**src/rtl/seg_pkg.sv**
```systemverilog
// seg_pkg: shared seven-segment constants (glyph table, blank code, index width)
package seg_pkg;
  localparam int SEG_IDX_W = 3;
  localparam logic [7:0] SEG_BLANK = 8'hFF;
  localparam logic [15:0][7:0] SEG_GLYPH = {
    8'h8E, 8'h86, 8'hA1, 8'hC6, 8'h83, 8'h88, 8'h90, 8'h80,
    8'hF8, 8'h82, 8'h92, 8'h99, 8'hB0, 8'hA4, 8'hF9, 8'hC0
  };
endpackage

```
**src/rtl/hex_to_seg.sv**
```systemverilog
// hex_to_seg: nibble + decimal point + enable to active-low segment byte
module hex_to_seg
  import seg_pkg::*;
(
  input  logic [3:0] nib,
  input  logic       dp,
  input  logic       en,
  output logic [7:0] seg
);
  assign seg = en ? {~dp, SEG_GLYPH[nib][6:0]} : SEG_BLANK;
endmodule

```
**src/rtl/display_scan.sv**
```systemverilog
// display_scan: 8-digit seven-segment scan controller; SCAN_FRAME_LATCH_EN enables per-frame input shadowing
module display_scan
  import seg_pkg::*;
#(
  parameter int DIV_CNT = 100000,
  parameter int DIGITS  = 8
) (
  input  logic                 CLK,
  input  logic                 RST_N,
  input  logic [31:0]          DATA,
  input  logic [7:0]           DP,
  input  logic [7:0]           DIGIT_EN,
  output logic [SEG_IDX_W-1:0] NUM,
  output logic [7:0]           SEG,
  output logic                 FRAME
);
  localparam int CW = DIV_CNT > 1 ? $clog2(DIV_CNT) : 1;
  logic [CW-1:0] cnt;
  logic [SEG_IDX_W-1:0] num_next;
  logic tick, wrap;
  logic [31:0] data_v;
  logic [7:0] dp_v, en_v, seg_next;
  assign tick = cnt == CW'(DIV_CNT - 1);
  assign wrap = tick && NUM == SEG_IDX_W'(DIGITS - 1);
  assign num_next = wrap ? '0 : tick ? NUM + 1'b1 : NUM;
  // prescaler, digit index, wrap pulse and segment bus decoded from the next index
  always_ff @(posedge CLK) begin
    if (!RST_N) begin
      cnt   <= '0;
      NUM   <= '0;
      FRAME <= 1'b0;
      SEG   <= SEG_BLANK;
    end else begin
      cnt   <= tick ? '0 : cnt + 1'b1;
      NUM   <= num_next;
      FRAME <= wrap;
      SEG   <= seg_next;
    end
  end
`ifdef SCAN_FRAME_LATCH_EN
  logic [31:0] data_s;
  logic [7:0] dp_s, en_s;
  logic first, load;
  assign load   = wrap || first;
  assign data_v = load ? DATA : data_s;
  assign dp_v   = load ? DP : dp_s;
  assign en_v   = load ? DIGIT_EN : en_s;
  // shadow copies refresh at each frame start and on the first edge out of reset
  always_ff @(posedge CLK) begin
    if (!RST_N) begin
      data_s <= '0;
      dp_s   <= '0;
      en_s   <= '0;
      first  <= 1'b1;
    end else begin
      data_s <= data_v;
      dp_s   <= dp_v;
      en_s   <= en_v;
      first  <= 1'b0;
    end
  end
`else
  assign data_v = DATA;
  assign dp_v   = DP;
  assign en_v   = DIGIT_EN;
`endif
  hex_to_seg u_dec (
    .nib(data_v[4*num_next +: 4]),
    .dp (dp_v[num_next]),
    .en (en_v[num_next]),
    .seg(seg_next)
  );
endmodule

```
**config.mk**
```make
export PLATFORM = sky130hd
export DESIGN_NAME = display_scan
export DESIGN_NICKNAME = d
export VERILOG_FILES = /design/src/rtl/seg_pkg.sv /design/src/rtl/hex_to_seg.sv /design/src/rtl/display_scan.sv
export SDC_FILE = /design/constraint.sdc
export NUM_CORES = 1
export LEC_CHECK = 0
export CAP_MARGIN = 20
export CORE_MARGIN = 1
export CORE_UTILIZATION = 48
export DETAILED_ROUTE_END_ITERATION = 10
export PLACE_DENSITY = 0.92
export SKIP_LAST_GASP = 1
export SLEW_MARGIN = 20
export SYNTH_ARGS = -nofsm -noshare
export SYNTH_HDL_FRONTEND = slang
export SYNTH_SLANG_ARGS = --single-unit
```
**constraint.sdc**
```tcl
create_clock -name CLK -period 4.3 [get_ports CLK]
set_input_delay 0.645 -clock CLK [delete_from_list [all_inputs] [get_ports CLK]]
set_output_delay 0.645 -clock CLK [all_outputs]
set_load 0.005 [all_outputs]
```
After elaboration in Yosys (flattened, before gate mapping)
Memories as Yosys holds them, arrays and structs flattened. A register that Yosys moved wholly into a read port is not among the register bits.
Index checks and enable logic that the tools add are counted.
{"block": "totals", "regBits": 29, "rom_bits": 128, "out_inout_bits": 12, "elab_cells": 25, "n_memories": 1}
{"block": "classes", "n_addsub": 2, "order_cmp": 2, "n_eq_ne": 2, "shift": 1, "mux": 7, "bitwise": 2, "n_reduce_logical": 4}
{"memory": "(no name shown)", "words": 16, "width": 8, "rd": 1, "rd_ports_with_merged_regs": 1, "wr": 0, "line": "hex_to_seg.sv:10", "source": "assign seg = en ? {~dp, SEG_GLYPH[nib][6:0]} : SEG_BLANK;"}
{"op": "variable part select 32 x 6 -> 4 bit", "n": 1}
{"op": "adder 17 x 1 -> 17 bit (second input constant)", "n": 1}
{"op": "equality test 17 bit (second input constant)", "n": 1}
{"op": "2-to-1 mux 7 bit", "n": 1}
{"op": "binary-select mux 1 bit (select 3 bit)", "n": 2}
{"op": "2-to-1 mux 3 bit", "n": 2}
{"op": "less-than comparator 4 x 5 -> 1 bit (second input constant)", "n": 1}
{"op": "less-than comparator 3 x 4 -> 1 bit (second input constant)", "n": 1}
{"op": "adder 3 x 1 -> 3 bit (second input constant)", "n": 1}
{"op": "equality test 3 bit (second input constant)", "n": 1}
{"op": "2-to-1 mux 1 bit", "n": 2}
{"op": "NOT 1 bit", "n": 2}
{"op": "AND reduction 2 bit", "n": 1}
{"op": "OR reduction 2 bit", "n": 1}
{"op": "logical AND 1 bit", "n": 1}
{"op": "zero test 1 bit", "n": 1}

Depth between registers and ports, before layout
{"block": "logic_depth", "ltp_word": 7, "ltp_mapped": 15}

Hierarchy
From an unflattened synthesis, not the netlist that was laid out.
{"block": "hier_totals", "hier_cells": 314, "hier_area_um2": 2523.7}
{"module": "display_scan", "instances": 1, "cells_per_inst": 276, "area_each_um2": 2215.9}
{"module": "hex_to_seg", "instances": 1, "cells_per_inst": 38, "area_each_um2": 307.8}

Least setup slack after synthesis
OpenSTA, ideal clock, no wires.
{"block": "synth_timing", "kind": "register -> register", "startpoint": "register cnt[0]", "endpoint": "register SEG[6]", "setup_time_ns": 0.122, "arrival_ns": 3.154, "t_required_ns": 4.178, "setup_slack_ns": 1.024, "stages_incl_launch_ff": 15, "synth_period_minus_slack_ns": 3.276, "path_cell_list": "dfxtp_1 ha_1 and4_1 buf_2 nand4_4 buf_6 mux2i_4 buf_6 mux2i_1 mux2i_1 a21oi_1 inv_1 ha_1 mux2_4 a221o_1"}
{"block": "synth_via", "elab_chain_len": 7, "elab_cells_between_ends": 9}
{"item": "start, declared", "line": "display_scan.sv:18", "source": "logic [CW-1:0] cnt;"}
{"item": "start signal, assigned", "line": "display_scan.sv:34", "source": "cnt <= tick ? '0 : cnt + 1'b1;"}
{"item": "equality test 17 bit *", "line": "display_scan.sv:23", "source": "assign tick = cnt == CW'(DIV_CNT - 1);"}
{"item": "2-to-1 mux 3 bit or logical AND 1 bit (tied branches)", "line": "display_scan.sv:25, display_scan.sv:24"}
{"item": "2-to-1 mux 3 bit *", "line": "display_scan.sv:25", "source": "assign num_next = wrap ? '0 : tick ? NUM + 1'b1 : NUM;"}
{"item": "binary-select mux 1 bit (select 3 bit)", "line": "display_scan.sv:70", "source": ".en (en_v[num_next]),"}
{"item": "2-to-1 mux 1 bit (implied by the code)", "line": "display_scan.sv:70"}
{"item": "AND reduction 2 bit (no source line)"}
{"item": "zero test 1 bit (no source line)"}
{"item": "end, declared", "line": "display_scan.sv:14", "source": "output logic [7:0] SEG,"}
Mark *: on every way between the ends. The rest lies on a longest branch, timed or not. The select of a mux whose other input is x is not followed.
A chain may end at the register's enable or synchronous reset.

Worst setup path after layout
Ends and elaborated chain as after synthesis.

==> flow_metrics.tcl <==
set metrics [dict create \
    status "finished, final reports clean" \
    power.total_uw 672 \
    drc 0 \
    syn_avg_cell_area_um2 8.88 \
    fin_setup_tns_ns 0 \
    holdBufCountCts 0 \
    postCtsSetupRepairBufs 0 \
    synth_edf_count 0 \
    p_int_uw 532 \
    cts.path.max_buffers 2 \
    wl_um 5190 \
    syn_nets 297 \
    cts_buffers 5 \
    grt-ovfl-total 0 \
    path_class "flip-flop to flip-flop" \
    pwr_density_cell_mw_per_mm2 238 \
    sw_frac_of_total 0.208 \
    ctsHtreeMaxLevel 2 \
    fin_crit_sh 0.841 \
    ys_seq_elements 29 \
    die_w_um 68.4 \
    syn_to_final_growth_pct 33.3 \
    path_max_fanout 13 \
    synth_flop_cell "dfxtp_1" \
    n_fill_cell 327 \
    fmax_mhz 277 \
    clk_pin_slew_ns 0.07 \
    drt_iter0_markers 99 \
    num_vias 2062 \
    cts_tree "done" \
    grt_pass1_wl_um 8430 \
    power_frac_clock 0.428 \
    async_flop_share 0 \
    antenna_found_initial 0 \
    avgRoutedWirePerCell_um 15.0 \
    tightestPinTransition_ns 0.830 \
    post_synth_num_cell_types 51 \
    synth_area_mm2 0.00211 \
    cts_root_buffer "clkbuf_8" \
    ant_nets 0 \
    first_pass_iters 4 \
    timing.rr.start "cnt[0]$_SDFF_PP0_" \
    rsz0062_at_grt "no" \
    clock_latency_ns 0.28 \
    dp_hpwl_um 4000 \
    antenna_cells 0 \
    endpoint_kind "flip-flop" \
    netlist_instances 238 \
    rows 23 \
    grt_max_degree 22 \
    postCtsResizedCells 0 \
    irDropWorstVdd_uv 110 \
    grt_pass1_vias 1949 \
    place.gp.congestion 0.784 \
    slew_headroom 0.447 \
    fin_skew_ns 0.0110 \
    hold_violations 0 \
    ys_seq_area_frac 0.275 \
    nets 354 \
    dieArea_mm2 0.00467 \
    instances_no_fill 346 \
    io_buffers 61 \
    seqPwrFrac 0.416 \
    p_leak_nw 1.16 \
    synth_warnings 0 \
    min_from "cnt[0]$_SDFF_PP0_" \
    period_needed_ns 3.62 \
    setup_viol 0 \
    ioPinCount 62 \
    grt_usage 0.241 \
    power_switching_uw 140 \
    die_y_um 68.4 \
    drv_slew 0 \
    maxCapViolCount 0 \
    holdCritPathClass "flip-flop to flip-flop" \
    dp.cells 338 \
    cts.sinks 29 \
    drive_gt1_frac 0.0608 \
    start_util 0.514 \
    cp.arrival_ns 3.78 \
    viasPerCell 5.96 \
    cp.required_ns 4.46 \
    share_comb_of_total_power 0.156 \
    startpoint "cnt[0]$_SDFF_PP0_" \
    cp-start-kind "flip-flop" \
    core-area_mm2 0.00412 \
]
## worst max-delay path: stages, from the launching register on
cell and delay [ns]:
dfxtp_1 0.38, ha_1 0.22, and4_1 0.32, and4_1 0.56, mux2_4 0.41, nand2_1 0.11
o22ai_1 0.07, a31oi_1 0.41, inv_1 0.17, ha_1 0.28, mux2_4 0.28, a221o_1 0.28
## placed cells by master (no fill, tap or decap), drive strengths merged, types with 4 or more instances in the layout
master	count
inv	5
o21ai	12
mux2i	27
a21oi	5
nor2	26
dfxtp	29
xor2	6
nand2	11
mux2	4
and2	6
a211oi	6
ha	9
xnor2	10
a31oi	10
nand3	9
nand4	8
clkbuf	7
a22oi	7
clkdlybuf4s50	61
## layout make-up
| type | instances | area [um2] | area share |
|---|---|---|---|
| clock inverter | 1 | 30.0 | 0.0107 |
| multi-input combinational | 189 | 1400 | 0.498 |
| tap | 50 | 62.6 | 0.0222 |
| clock buffer | 7 | 86.3 | 0.0306 |
| inverter | 6 | 22.5 | 0.00799 |
| sequential | 29 | 581 | 0.206 |
| timing repair buffer | 64 | 633 | 0.225 |
## state kept, by name (all words and copies together) (netlist names)
signal  count
FRAME       1
NUM         3
SEG         8
cnt        17
## worst paths after layout
kind,end,slack [ns],cells past startpoint
worst min register to register,cnt[0]$_SDFF_PP0_,0.47,1
worst max register to register,SEG[6]$_SDFF_PN1_,0.68,11
worst max-delay path,SEG[6]$_SDFF_PN1_,0.68,11
worst min-delay path,cnt[0]$_SDFF_PP0_,0.47,1
## cells by family (layout without fill, tap and decap cells)
group | Yosys count | in the layout | share of synthesized area
xor+xnor | 16 | 16 | 0.0663
buf+inv | 20 | 78 | 0.0621
simple gates | 79 | 79 | 0.210
flops | 29 | 29 | 0.275
mux | 31 | 31 | 0.160
compound gates | 54 | 54 | 0.173
fa+ha+maj | 9 | 9 | 0.0533
## metal layers
layer | vias up | share of wire | GRT usage
li1 | 995 | - | -
met1 | 968 | 0.44 | 0.297
met2 | 91 | 0.49 | 0.403
met3 | 8 | 0.060 | 0.0500
met4 | 0 | 0.014 | 0.0964
met5 | - | 0 | 0
## synthesized netlist by cell type, types with 2 or more instances
library cell	count	area (um2)
nand4_1	7	43.8
a22oi_1	7	52.6
dfxtp_1	29	581
and2_1	4	25.0
a31oi_1	10	62.6
and4bb_1	2	25.0
o21ai_0	11	55.1
xor2_1	6	52.6
xnor2_1	10	87.6
nor3_1	3	15.0
buf_6	4	45.0
and4_1	2	17.5
nor2_1	26	97.6
inv_1	5	18.8
nand2_1	11	41.3
a211oi_1	6	45.0
mux2_4	2	30.0
and3_1	3	18.8
buf_2	5	25.0
nor2b_1	3	18.8
and2_0	2	12.5
a21oi_1	5	25.0
a221oi_1	2	17.5
ha_1	9	113
o22ai_1	2	12.5
clkbuf_1	3	11.3
a221o_1	3	30.0
nand3_1	9	45.0
mux2i_1	25	250
## metrics by stage
stage          utilization  hold slack (ns)  setup slack, ns  cell area (um2)
4_1_cts              0.685            0.474            0.722             2820
3_3_place_gp         0.656            0.444            0.882             2700
3_5_place_dp         0.656            0.457            0.729             2700
5_1_grt              0.685            0.505            0.432             2820
6_report             0.685            0.469            0.684             2820
2_1_floorplan            -            0.430             1.02             2110
## power by group through the flow
stage               Clock (mW)  Combinational (mW)  Sequential (mW)
detailed placement           0               0.104            0.286
global route             0.299               0.114            0.280
floorplan                    0              0.0407            0.285
CTS                      0.290               0.105            0.280
global placement             0               0.102            0.285
finish                   0.287               0.105            0.280
No activity file was read; power rests on OpenSTA's default activity.
